**config.mk**
```make
export PLATFORM = sky130hd
export DESIGN_NAME = ah_weighted_rr_arbiter
export DESIGN_NICKNAME = d
export VERILOG_FILES = /design/src/rtl/ah_weighted_rr_arbiter.sv
export SDC_FILE = /design/constraint.sdc
export NUM_CORES = 1
export LEC_CHECK = 0
export ABC_AREA = 1
export CORE_ASPECT_RATIO = 0.75
export CORE_MARGIN = 10
export CORE_UTILIZATION = 55
export DETAILED_ROUTE_END_ITERATION = 16
export PLACE_DENSITY_LB_ADDON = 0.2
export SYNTH_ARGS = -nofsm -noshare
export SYNTH_HDL_FRONTEND = slang
export SYNTH_SLANG_ARGS = --single-unit
```
**constraint.sdc**
```tcl
create_clock -name clk -period 7.65 [get_ports clk]
set_clock_uncertainty 0.2 [all_clocks]
set_input_delay 1.1475 -clock clk [delete_from_list [all_inputs] [get_ports clk]]
set_output_delay 1.1475 -clock clk [all_outputs]
set_load 0.02 [all_outputs]
```
**src/rtl/ah_weighted_rr_arbiter.sv**
```systemverilog
`default_nettype none
// +-----------------------------------------------------------------------------+
// | Module   : ah_weighted_rr_arbiter                                           |
// | Brief    : Credit-weighted round-robin arbiter with registered one-hot grant |
// | Revision : 1.0                                                              |
// +-----------------------------------------------------------------------------+
module ah_weighted_rr_arbiter #(
  parameter int N  = 8,
  parameter int WW = 6,
  parameter int IW = $clog2(N)
) (
  input  logic            clk,
  input  logic            rst_n,
  input  logic [N-1:0]    req,
  input  logic [N*WW-1:0] cfg_weight,
  input  logic            cfg_load,
  input  logic            ack,
  output logic [N-1:0]    grant,
  output logic            grant_valid,
  output logic [IW-1:0]   grant_id
);

  localparam logic [IW:0] c_n = (IW+1)'(N);

  logic [WW-1:0] w_weight      [N];
  logic [WW-1:0] w_credit_post [N];
  logic [WW-1:0] r_credit      [N];

  logic [N-1:0]  w_wgt_nz;
  logic [N-1:0]  w_dec;
  logic [N-1:0]  w_post_nz;
  logic [N-1:0]  w_elig_post;
  logic [N-1:0]  w_elig;
  logic [N-1:0]  w_rot;
  logic [N-1:0]  w_win_onehot;
  logic          w_arb;
  logic          w_accept;
  logic          w_exhaust;
  logic          w_refresh;
  logic          w_found;
  logic          w_hold;
  logic [IW-1:0] w_ptr_next;
  logic [IW-1:0] w_off;
  logic [IW-1:0] w_win_id;
  logic [IW:0]   w_sum;

  logic [N-1:0]  r_grant;
  logic          r_grant_valid;
  logic [IW-1:0] r_grant_id;
  logic [IW-1:0] r_ptr;

  assign w_arb    = ~r_grant_valid | ack;
  assign w_accept = r_grant_valid & ack;
  assign w_hold   = |(req & r_grant);

  generate
    for (genvar i = 0; i < N; i++) begin : g_lane
      assign w_weight[i]    = cfg_weight[i*WW +: WW];
      assign w_wgt_nz[i]    = |w_weight[i];
      assign w_dec[i]       = w_accept & r_grant[i];
      // Saturating charge for the requester being acknowledged this cycle.
      assign w_credit_post[i] = (w_dec[i] && (|r_credit[i])) ? r_credit[i] - WW'(1) : r_credit[i];
      assign w_post_nz[i]   = |w_credit_post[i];
      assign w_elig_post[i] = req[i] & w_post_nz[i];

      always_ff @(posedge clk or negedge rst_n) begin
        if (!rst_n) begin
          r_credit[i] <= '0;
        end else if (cfg_load || w_refresh) begin
          r_credit[i] <= w_weight[i];
        end else begin
          r_credit[i] <= w_credit_post[i];
        end
      end
    end
  endgenerate

  assign w_exhaust = |(w_dec & ~w_post_nz);

  // Pointer as it will be after this cycle's ack; the search already uses it.
  always_comb begin
    w_ptr_next = r_ptr;
    if (w_accept) begin
      if (w_exhaust) begin
        w_ptr_next = (r_grant_id == IW'(N-1)) ? '0 : r_grant_id + IW'(1);
      end else begin
        w_ptr_next = r_grant_id;
      end
    end
  end

  // Zero-weight requesters never count toward the refresh condition.
  assign w_refresh = w_arb & (|(req & w_wgt_nz)) & ~(|w_elig_post);
  assign w_elig    = w_refresh ? (req & w_wgt_nz) : w_elig_post;
  assign w_found   = |w_elig;

  assign w_rot = N'({w_elig, w_elig} >> w_ptr_next);

  always_comb begin
    w_off = '0;
    for (int k = N - 1; k >= 0; k--) begin
      if (w_rot[k]) w_off = IW'(k);
    end
  end

  assign w_sum        = {1'b0, w_ptr_next} + {1'b0, w_off};
  assign w_win_id     = (w_sum >= c_n) ? IW'(w_sum - c_n) : IW'(w_sum);
  assign w_win_onehot = N'(1) << w_win_id;

  always_ff @(posedge clk or negedge rst_n) begin
    if (!rst_n) begin
      r_grant       <= '0;
      r_grant_valid <= 1'b0;
      r_grant_id    <= '0;
      r_ptr         <= '0;
    end else begin
      r_ptr <= w_ptr_next;
      if (w_arb) begin
        r_grant       <= w_found ? w_win_onehot : '0;
        r_grant_valid <= w_found;
        r_grant_id    <= w_found ? w_win_id : '0;
      end else if (!w_hold) begin
        r_grant       <= '0;
        r_grant_valid <= 1'b0;
        r_grant_id    <= '0;
      end
    end
  end

  assign grant       = r_grant;
  assign grant_valid = r_grant_valid;
  assign grant_id    = r_grant_id;

endmodule
`default_nettype wire

```
Yosys cells after proc, flatten, opt, wreduce, memory -nomap -nowiden

Cells that the tools add are included.

Add/subtract/negate cells: 11
Order comparisons: 1
Equality and inequality tests: 2
Shifts and indexed selects: 2
Muxes and demuxes: 37
Bitwise logic cells: 26
Reduce and logical (&&, ||, !) cells: 38

Operator list:

| kind                  | number |
|---|---|
| $reduce_or A6 Y1      | 24 |
| $mux W6               | 16 |
| $sub A6 B1 Y6 const B | 8 |
| $mux W3               | 15 |
| $reduce_or A8 Y1      | 5 |
| $mux W8               | 4 |
| $and A8 B8 Y8         | 3 |
| $and A1 B1 Y1         | 19 |
| $shr A16 B3 Y8        | 1 |
| $logic_and A1 B1 Y1   | 8 |
| $not A8 Y8            | 1 |
| $shl A1 B3 Y8 const A | 1 |
| $add A3 B3 Y4         | 1 |
| $ge A4 B4 Y1 const B  | 1 |
| $add A3 B1 Y3 const B | 1 |
| $eq A3 B3 Y1 const B  | 1 |
| $sub A3 B1 Y3 const B | 1 |
| $mux W1               | 2 |
| $ne A2 B2 Y1 const B  | 1 |
| $not A1 Y1            | 2 |
| $logic_or A1 B1 Y1    | 1 |
| $or A1 B1 Y1          | 1 |

Register bits: 63
Output and inout bits: 12
Word-level logic and storage cells: 129

Depth between registers and ports, before layout

Gate-level depths: netlist of run 1.

Depth after elaboration: 25
Depth in mapped cells: 39
Depth with buffers taken out: 39

Worst setup path before layout of run 1

Ideal clock, no wire load.

Path kind: input port to flip-flop
From: in ack
To: reg r_grant_id[2] (netlist: grant_id[2])
Library setup time: 0.126 ns
Data arrival time: 4.463 ns
Data required time: 7.324 ns
Slack: 2.861 ns
Stages on the path: 37
Buffers on the path: 1
Path through: nand2_4 > nor2_4 > nand2_2 > inv_2 > nand2_1 > nand2_1 > nand2_1 > nor2_1 > nand2_1 > nand2_1 > nand2_1 > nor2_2 > nand3_2 > buf_6 > o21bai_4 > nand2_1 > nand2_1 > nand2_1 > nand2_1 > nand2_1 > nand2_1 > nand3_1 > nand2_1 > nand2_1 > nand2_1 > nand2_1 > a21boi_0 > ha_1 > inv_1 > fa_1 > inv_1 > xor2_1 > inv_1 > nand3_2 > nand2_4 > nand2_1 > o21ai_0

Cells in the longest elaborated chain, start to end: 24
Elaborated cells on any way between the ends: 69

RTL lines:

| element                                           | line   | RTL |
|---|---|---|
| start: declaration                                | 17     | `input logic ack,` |
| $and A1 B1 Y1                                     | 53     | `assign w_accept = r_grant_valid & ack;` |
| $and A1 B1 Y1                                     | 60     | `assign w_dec[i] = w_accept & r_grant[i];` |
| $logic_and A1 B1 Y1                               | 62     | `assign w_credit_post[i] = (w_dec[i] && (\|r_credit[i])) ? r_credit[i] - WW'(1) : r_credit[i];` |
| $mux W6                                           | 62     |  |
| $reduce_or A6 Y1                                  | 63     | `assign w_post_nz[i] = \|w_credit_post[i];` |
| $and A1 B1 Y1 or $not A8 Y8 (tied branches)       | 64, 78 |  |
| $reduce_or A8 Y1 or $and A8 B8 Y8 (tied branches) | 93, 78 |  |
| $not A1 Y1 or $reduce_or A8 Y1 (tied branches)    | 93, 78 |  |
| $and A1 B1 Y1 or $mux W3 (tied branches)          | 93, 84 |  |
| $mux W8 or $mux W3 (tied branches)                | 94, 83 |  |
| $shr A16 B3 Y8                                    | 97     | `assign w_rot = N'({w_elig, w_elig} >> w_ptr_next);` |
| $mux W3 (8 in series)                             | 102    | `if (w_rot[k]) w_off = IW'(k);` |
| $add A3 B3 Y4                                     | 106    | `assign w_sum = {1'b0, w_ptr_next} + {1'b0, w_off};` |
| $ge A4 B4 Y1 or $sub A3 B1 Y3 (tied branches)     | 107    | `assign w_win_id = (w_sum >= c_n) ? IW'(w_sum - c_n) : IW'(w_sum);` |
| $mux W3                                           | 107    |  |
| $mux W3                                           | 121    | `r_grant_id <= w_found ? w_win_id : '0;` |
| $mux W3                                           | 118    | `if (w_arb) begin` |
| end signal: assignment                            | 121    |  |
| end: declaration                                  | 49     | `logic [IW-1:0] r_grant_id;` |

Several ways; a longest one is shown, not always the timed one.
A chain may end at the register's enable or synchronous reset.

Worst setup path after layout of run 1

Same ends and word-level chain as after synthesis.

==> run metrics, run 1 <==
Max Freq 168 MHz; Reg2Reg Setup Slack 2.53 ns; H-tree depth 3; RSZ-0062 raised after global routing false; Initial Utilization 57.6%; headroom to the max-slew limit 27.3%; die width 133 um; Max Cap Viol 0; ANT nets after route 0; Hold Path End grant_id[1]; Worst-Margin Slew 1.09 ns; CTS hold repair buffers 0; worst-path fanout max 13; Setup violations, final 0; top-area cell type share of the netlist area 29.8%; clock period minus worst slack 5.94 ns; pre-CTS WS 1.50 ns; initial DRC count 450; kind of critical path in -> reg; CP endpoint kind flop; CTS Buffer Depth 2; Worst R2R End grant_id[2]; CP max-delay cell clkdlybuf4s50_1; R2R Path Start r_credit[12]; WHS 0.402 ns; Leak 3.25 nW; largest net degree at the start of global routing 66; GRT Total Usage 22.5%; overall overflow remaining after global route 0; fin area 0.00641 sq mm; post_cts resized 0; worst hold-check path type reg -> reg; clock-pin slew on the worst setup and hold paths 0.05 ns; CTS tree built; I/O pins 72; Final #Nets 998; Max IR drop VDD 0.298 mV; post-CTS setup buffers 0; DRC 0; syn_area_per_cell 6.24 sq um; Largest stage delay, worst path 0.52 ns; syn_nets 928; Die Area 0.0140 sq mm; clock sinks 63; worst r2r path cells 36; pwr dens 271 mW/mm^2; synthesized cell area 0.00529 sq mm; crit path DAT 5.94 ns; Routed WL 16000 um; routability cong. 0.926; fin. max-slew vios 0; Crit. Startpoint ack; Yosys top cell by area dfrtp_1; min-delay src grant_id[1]; outcome complete, no violations; Vias 5881; routed vias/inst 5.60; Seq/Total Area, Yosys 29.8%; #FFs+latches synth 63; Die H 105 um; WL/cell 15.2 um; yosys warns 0; P&R area growth vs syn 21.2%; CP Launch Type input pin; Site Rows 30; Most common cell on crit path nand2_1; first-pass GRT wire length 26500 um; ant diodes 0; vias in the first global route 5654; DPL Wire Length 12200 um; Worst EP required 7.65 ns; latest clock arrival within the worst-skew pair 0.33 ns; worst hold stages 2; Area after DPL 0.00610 sq mm; Final Hold Viols 0; PnR worst setup slack 1.71 ns; Core Area 0.00920 sq mm; initial antenna violation count 0; post-synth cell types 33; share of layout cells above drive strength 1 7.48%; Synth area leaders dfrtp_1 (30%), nand2_1 (22%), nand3_1 (8.8%); setup TNS 0 ns; Final Cycle Share 77.6%; First-pass DRT Iterations 5; fill count 789; Num CTS Buffers 9; synthesized instance count 848; CTS root buf clkbuf_16; number of port buffers 71
==> state kept, by name, summed over array words and instances, names as in the netlist <==
signal / flops
grant_valid: 1
r_credit: 48
grant: 8
r_ptr: 3
grant_id: 3
==> cell usage in the layout (no fill, tap or decap), types with 6 or more instances in the layout <==
| cell | count |
|---|---|
| nand3_1 | 93 |
| dfrtp_1 | 63 |
| a31oi_1 | 15 |
| nand2_2 | 14 |
| xnor2_1 | 7 |
| nor2_1 | 105 |
| clkdlybuf4s50_1 | 70 |
| nor2_4 | 8 |
| o21ai_0 | 38 |
| clkbuf_16 | 9 |
| o21ai_1 | 6 |
| nand2_1 | 315 |
| nor2_2 | 7 |
| nand4_1 | 22 |
| nor3_1 | 7 |
| inv_1 | 75 |
| ha_1 | 19 |
| inv_2 | 9 |
| xor2_1 | 7 |
==> power by group <==
group / internal, W / switching [W] / leakage (nW)
Clock: 0.000278 / 0.000147 / 0.156
Sequential: 0.000396 / 0.0000684 / 0.763
Combinational: 0.000300 / 0.000550 / 2.33
Total: 0.000974 / 0.000766 / 3.25
==> stage by stage <==
step                      util (%)  instances  power (W)
final                         69.7       1051    0.00174
after detailed placement      66.4       1035    0.00129
after global routing          69.7       1051    0.00187
after global placement        66.4       1035    0.00127
after floorplan                  -        848    0.00106
after CTS                     69.7       1051    0.00173
==> synthesized netlist by cell type <==
cell type and count:
dfrtp_1 63, buf_2 1, inv_1 75, nor2_2 7, nand2_4 3, nand2_2 13
o21ai_0 38, o21bai_4 1, nand3_2 3, nor3_1 7, a21boi_2 2, o21bai_1 2
a31oi_1 15, clkbuf_1 10, a22o_1 1, nor2_1 105, nand3_1 93, xnor2_1 7
nand2_1 316, buf_4 1, a21oi_1 3, nand4_1 22, inv_2 9, o21ai_2 2
o21ai_1 6, fa_1 1, nor2_4 8, ha_1 19, nor4_1 3, buf_6 2
a21boi_0 1, or2_2 2, xor2_1 7
==> worst max-delay path by stage <==
| stage | to | slack, ns | cells past startpoint |
|---|---|---|---|
| CTS | grant_id[2] | 1.79 | 37 |
| finish | grant_id[2] | 1.71 | 37 |
| floorplan | grant_id[2] | 2.86 | 37 |
| detailed placement | grant[5] | 1.50 | 37 |
| global route | grant[5] | 1.19 | 37 |
| global placement | grant[5] | 1.66 | 37 |
==> final cells by class <==
class | count | area [sq um] | area share (%)
Multi-Input combinational cell | 687 | 3330 | 51.9
Sequential cell | 63 | 1580 | 24.6
Timing Repair Buffer | 73 | 721 | 11.2
Inverter | 84 | 315 | 4.92
Clock buffer | 13 | 270 | 4.21
Tap cell | 128 | 160 | 2.50
Clock inverter | 3 | 40.0 | 0.624
==> per-layer routing <==
metal | track usage, % | wire length [um] | vias to the layer above
met3 | 5.55 | 1120 | 36
met2 | 36.2 | 7370 | 252
met5 | 0 | 0 | -
li1 | - | - | 2876
met4 | 6.05 | 298 | 0
met1 | 29.3 | 7190 | 2717
==> worst max-delay path, delay by kind of cell <==
| family | cells | cell delay, ns |
|---|---|---|
| XOR/XNOR | 1 | 0.22 |
| AND/OR/NAND/NOR | 25 | 2.54 |
| buffers and inverters | 6 | 0.94 |
| adder cells (fa/ha/maj) | 2 | 0.52 |
| AO/OA/AOI/OAI | 3 | 0.57 |
==> cells by family (layout without fill, tap and decap cells) <==
| logic type | after synthesis | count (layout) | synth area share [%] |
|---|---|---|---|
| AOI/OAI and AO/OA | 71 | 71 | 7.92 |
| xor gates and xnor gates | 14 | 14 | 2.32 |
| DFF | 63 | 63 | 29.8 |
| buffers and inverters | 98 | 173 | 7.33 |
| and+or+nand+nor | 582 | 582 | 47.8 |
| adders and majority gates | 20 | 20 | 4.87 |
Note: power is estimated with default switching activity, not from simulation.
==> run 2, diff against run 1 <==
--- a/config.mk
+++ b/config.mk
@@ -8,7 +8,7 @@
 export ABC_AREA = 1
 export CORE_ASPECT_RATIO = 0.75
 export CORE_MARGIN = 10
-export CORE_UTILIZATION = 55
+export CORE_UTILIZATION = 51
 export DETAILED_ROUTE_END_ITERATION = 16
 export PLACE_DENSITY_LB_ADDON = 0.2
 export SYNTH_ARGS = -nofsm -noshare
==> constraint.sdc (replaced) <==
create_clock -name clk -period 5 [get_ports clk]
set_clock_uncertainty 0.2 [all_clocks]
set_input_delay 0.75 -clock clk [delete_from_list [all_inputs] [get_ports clk]]
set_output_delay 0.75 -clock clk [all_outputs]
set_load 0.02 [all_outputs]
==> run 2 against run 1 <==
- total power up 69%
- core utilization is 2.0 points higher
- flip-flop and latch count did not move
- global-route usage increased by 0.36 points
- routed wire length increased by 7.9%
- final area up 14%
- count of clock-buffer cells in the layout decreased by 2
==> run metrics, run 2 (synthesized netlist as in run 1, its figures left out) <==
initial DRC count 639 (+42%); Setup violations, final 0 (unchanged); outcome complete, no violations; CTS root buf clkbuf_16; crit path DAT 4.71 ns (-1.23 ns); Max IR drop VDD 0.373 mV (+25%); clock-pin slew on the worst setup and hold paths 0.05 ns (about the same); overall overflow remaining after global route 0 (unchanged); initial antenna violation count 0 (unchanged); kind of critical path in -> reg; Crit. Startpoint ack; register with the highest flop count r_credit; Worst EP required 5.05 ns (-2.60 ns); Max Freq 215 MHz; Site Rows 32 (+6.7%); share of layout cells above drive strength 1 20.3% (+13 points); Leak 3.70 nW (+14%); CP endpoint kind flop; R2R Path Start grant_valid; P&R area growth vs syn 38.3%; Final Hold Viols 0 (unchanged); CTS hold repair buffers 0 (unchanged); WP buf/inv 6 (unchanged); First-pass DRT Iterations 5 (unchanged); Worst-Margin Slew 1.10 ns (+0.0101 ns); fin. max-slew vios 0 (unchanged); latest clock arrival within the worst-skew pair 0.34 ns (about the same); Seq. cell area 0.00158 sq mm (about the same); headroom to the max-slew limit 26.7% (-0.67 points); WL/cell 15.0 um (-1.5%); Vias 6209 (+5.6%); worst hold-check path type in -> async; Multi-input gate area 0.00356 sq mm (+7.0%); Die H 108 um (+3.1%); CTS tree built; max reg flops 48 (unchanged); highest-count cells in the layout ignoring fill and taps nand2_1 (313), buf_4 (91), nor2_1 (90), nand3_1 (84), clkdlybuf4s50_1 (69); ant diodes 0 (unchanged); number of port buffers 71 (unchanged); Final #Nets 1094 (+9.6%); clock period minus worst slack 4.66 ns; Die Area 0.0149 sq mm (+6.5%); Max Cap Viol 0 (unchanged); critical path's top delay family simple AND/OR/NAND/NOR gates; Core Area 0.0102 sq mm (+11%); DRC 0 (unchanged); Largest stage delay, worst path 0.34 ns (-0.18 ns); most common cell after layout, fill and taps aside nand2_1; pwr dens 401 mW/mm^2 (+48%); routed vias/inst 5.39 (-3.7%); H-tree depth 3 (unchanged); Final Cycle Share 93.2%; CP Launch Type input pin; vias in the first global route 5776 (+2.2%); Num CTS Buffers 9 (unchanged); I/O pins 72 (unchanged); CP max-delay cell fa_2; DPL Wire Length 12600 um (+3.4%); worst-path fanout max 6 (-7); Initial Utilization 51.8% (-5.7 points); Routed WL 17200 um (+7.9%); die width 138 um (+3.3%); fill count 841 (+6.6%); PnR worst setup slack 0.340 ns (-1.37 ns); pre-CTS WS -0.475 ns (-1.98 ns); GRT Total Usage 22.8% (+0.36 points); routability cong. 0.979 (+5.6%); clock sinks 63 (unchanged); CTS Buffer Depth 2 (unchanged); Most common cell on crit path nand2_1; first-pass GRT wire length 27800 um (+4.8%); setup TNS 0 ns (unchanged); ANT nets after route 0 (unchanged); largest net degree at the start of global routing 66 (unchanged)
==> run 2: cell count changes in the layout (fill, tap and decap cells not counted), moves of 6 or more <==
cell / previous run / this run
nor2_2: 7 / 18
inv_1: 75 / 65
nand2_2: 14 / 8
nand3_1: 93 / 84
nand2_4: 3 / 12
inv_2: 9 / 18
nor2_1: 105 / 90
buf_4: 2 / 91
==> run 2: layer usage <==
metal	track usage, %	up-vias	part of all wire [%]
li1	-	3069	-
met1	32.3	2834	46
met2	34.5	274	44
met3	4.77	32	8.0
met4	5.93	0	2.1
met5	0	-	0
==> run 2: power breakdown <==
group	total, W	internal, W	switching (W)
combinational	0.00166	0.000706	0.000954
clock	0.000567	0.000339	0.000228
sequential	0.000712	0.000606	0.000107
total	0.00294	0.00165	0.00129
==> run 2: stage by stage <==
stage | hold WS (ns) | power (W) | area (sq um) | cells | util (%)
after detailed placement | 0.365 | 0.00221 | 6750 | 1128 | 66.1
after CTS | 0.340 | 0.00280 | 7020 | 1143 | 68.7
after global routing | 0.369 | 0.00316 | 7320 | 1152 | 71.7
final | 0.315 | 0.00294 | 7320 | 1152 | 71.7
after floorplan | 0.254 | 0.00162 | 5290 | 848 | -
after global placement | 0.360 | 0.00219 | 6750 | 1128 | 66.1
==> run 2: worst paths after layout <==
check | end | slack [ns] | cells after the start
worst max-delay path | grant[5] | 0.34 | 37
worst min-delay path | r_credit[23] | 0.31 | 1
worst max register to register | grant[5] | 0.36 | 36
worst min register to register | grant[2] | 0.38 | 2
max in group asynchronous | grant[1] | 3.35 | 2
min in group clk | grant[2] | 0.38 | 2
==> run 2: area by class of cell <==
class	count	share of cell area (%)
Clock inverter	2	0.137
Timing Repair Buffer	167	19.7
Multi-Input combinational cell	689	48.7
Sequential cell	63	21.5
Tap cell	136	2.32
Inverter	84	4.34
Clock buffer	11	3.32
==> run 2: repair_timing <==
| item | in CTS | in global routing |
|---|---|---|
| endpoints found under the setup margin | 9 | 10 |
| endpoints found under the hold margin | 0 | 0 |
| gates resized for setup | 2 | 75 |
| gates cloned | 1 | 2 |
| buffers inserted | 1 | 7 |
| pin swaps | 1 | 18 |
==> run 2: worst register-to-register path, delay by kind of cell (launching register included) <==
kind | cells | cell delay [ns]
AND/OR/NAND/NOR | 26 | 2.42
buffers and inverters | 5 | 0.55
adder cells (fa/ha/maj) | 2 | 0.52
flip-flops | 1 | 0.48
AO/OA/AOI/OAI | 2 | 0.24
XOR/XNOR | 1 | 0.16
==> run 3, diff against run 2 <==
--- a/config.mk
+++ b/config.mk
@@ -6,9 +6,11 @@
 export NUM_CORES = 1
 export LEC_CHECK = 0
 export ABC_AREA = 1
+export CELL_PAD_IN_SITES_DETAIL_PLACEMENT = 0
+export CELL_PAD_IN_SITES_GLOBAL_PLACEMENT = 2
 export CORE_ASPECT_RATIO = 0.75
 export CORE_MARGIN = 10
-export CORE_UTILIZATION = 51
+export CORE_UTILIZATION = 27
 export DETAILED_ROUTE_END_ITERATION = 16
 export PLACE_DENSITY_LB_ADDON = 0.2
 export SYNTH_ARGS = -nofsm -noshare
==> run 3 against run 2 <==
- core utilization down 32 points
- combinational power up 3%
- flip-flop and latch count stayed put
- final area is 6.1% higher
- largest cell class unchanged
- largest power group unchanged
- highest routed layer unchanged
==> run metrics, run 3 (synthesized netlist as in run 1, its figures left out) <==
Final #Nets 1140 (+4.2%); overall overflow remaining after global route 0 (unchanged); Die Area 0.0257 sq mm (+72%); number of port buffers 71 (unchanged); Vias 5912 (-4.8%); Leak 3.92 nW (+5.9%); Initial Utilization 27.4% (-24 points); worst hold-check path type in -> async; First-pass DRT Iterations 6 (+1); crit path DAT 4.65 ns (-0.06 ns); latest clock arrival within the worst-skew pair 0.34 ns (about the same); Worst EP required 5.01 ns (-0.04 ns); routed vias/inst 4.49 (-17%); first-pass GRT wire length 30100 um (+8.5%); clock period minus worst slack 4.64 ns (-0.0163 ns); Largest stage delay, worst path 0.38 ns (+0.04 ns); Max IR drop VDD 0.247 mV (-34%); CP max-delay cell fa_1; top layer in use met4; share of layout cells above drive strength 1 22.7% (+2.5 points); routed wl met2 8090 um (+7.2%); register with the highest flop count r_credit; Max Freq 215 MHz (+0.35%); P&R area growth vs syn 46.8%; Site Rows 44 (+38%); die width 182 um (+32%); Max Cap Viol 0 (unchanged); largest net degree at the start of global routing 39 (-41%); WL/cell 14.2 um (-5.0%); CP endpoint kind flop; Final Cycle Share 92.9% (-0.33 points); initial DRC count 499 (-22%); fin. max-slew vios 0 (unchanged); ANT nets after route 0 (unchanged); Most common cell on crit path nand2_1; CTS root buf clkbuf_16; total power 0.00306 W (+4.1%); DPL Wire Length 14800 um (+17%); max reg flops 48 (unchanged); M1 WL 9790 um (+23%); DR WL met3 697 um (-49%); CTS Buffer Depth 2 (unchanged); initial antenna violation count 0 (unchanged); outcome complete, no violations; Core Area 0.0193 sq mm (+89%); kind of critical path in -> reg; routability cong. 0.854 (-13%); Final Hold Viols 0 (unchanged); WHS 0.283 ns (-0.0315 ns); Die H 141 um (+31%); Reg2Reg Setup Slack 0.39 ns (+0.03 ns); CTS tree built; DRC 0 (unchanged); highest-count cells in the layout ignoring fill and taps nand2_1 (309), buf_4 (138), nor2_1 (92), nand3_1 (90); most common cell after layout, fill and taps aside nand2_1; worst-path fanout max 6 (unchanged); H-tree depth 3 (unchanged); vias in the first global route 5659 (-2.0%); pwr dens 394 mW/mm^2 (-1.9%); clock-pin slew on the worst setup and hold paths 0.06 ns (about the same); Worst-Margin Slew 0.811 ns (-0.288 ns); Num CTS Buffers 9 (unchanged); CP Launch Type input pin; clock sinks 63 (unchanged); Routed WL 18700 um (+8.6%); headroom to the max-slew limit 45.9% (+19 points); I/O pins 72 (unchanged); Setup violations, final 0 (unchanged); ant diodes 0 (unchanged); GRT Total Usage 14.5% (-8.4 points)
run 3: final cells by class:
type                    instances  area (sq um)
clock buffers                  10           239
clock inverters                 5          58.8
fillers                      2073         11600
inverters                      84           318
multi-input cells             688          3470
flip-flops and latches         63          1580
well taps                     253           317
repair buffers                214          1790
run 3: worst max-delay path, delay by kind of cell:
family,cells,cell delay [ns]
simple gates,20,1.96
buf+inv,8,1.02
fa+ha+maj,1,0.38
compound gates,3,0.35
xor+xnor,1,0.19
run 3: per-stage QoR:
stage          area, sq um  util [%]  setup TNS [ns]  std cells  worst slack [ns]
6_report              7770      40.2               0       1317             0.356
3_5_place_dp          7220      37.4           -5.47       1288            -0.638
3_3_place_gp          7220      37.4           -5.38       1288            -0.603
4_1_cts               7550      39.1               0       1306            0.0583
5_1_grt               7770      40.2         -0.0861       1317           -0.0532
2_1_floorplan         5290         -               0        848             0.609
run 3: final timing paths:
path                              from     endpoint  depth (start not counted)
max                                ack  grant_id[2]                         33
min                              rst_n  grant_id[2]                          1
max reg2reg                r_credit[0]  grant_id[2]                         32
min reg2reg                   grant[2]     grant[2]                          2
max in group asynchronous        rst_n  grant_valid                          2
min in group clk              grant[2]     grant[2]                          2
run 3: repair_timing:
| item | CTS | global route |
|---|---|---|
| endpoints found under the setup margin | 9 | 10 |
| buffers inserted | 2 | 9 |
| resized for setup | 4 | 50 |
| hold buffers | 0 | 0 |
| pin swaps | 2 | 16 |
| gates cloned | 1 | 2 |
| endpoints found under the hold margin | 0 | 0 |
run 3: metal layers:
layer	track usage, %	vias up
met2	22.3	87
met4	2.73	0
li1	-	3162
met1	20.4	2650
met5	0	-
met3	3.02	13
run 3: power by group:
group,leakage (nW),switching [W],internal [W],total (W)
registers,0.763,0.000100,0.000605,0.000706
logic,3.01,0.000937,0.000773,0.00171
clock network,0.141,0.000248,0.000397,0.000644
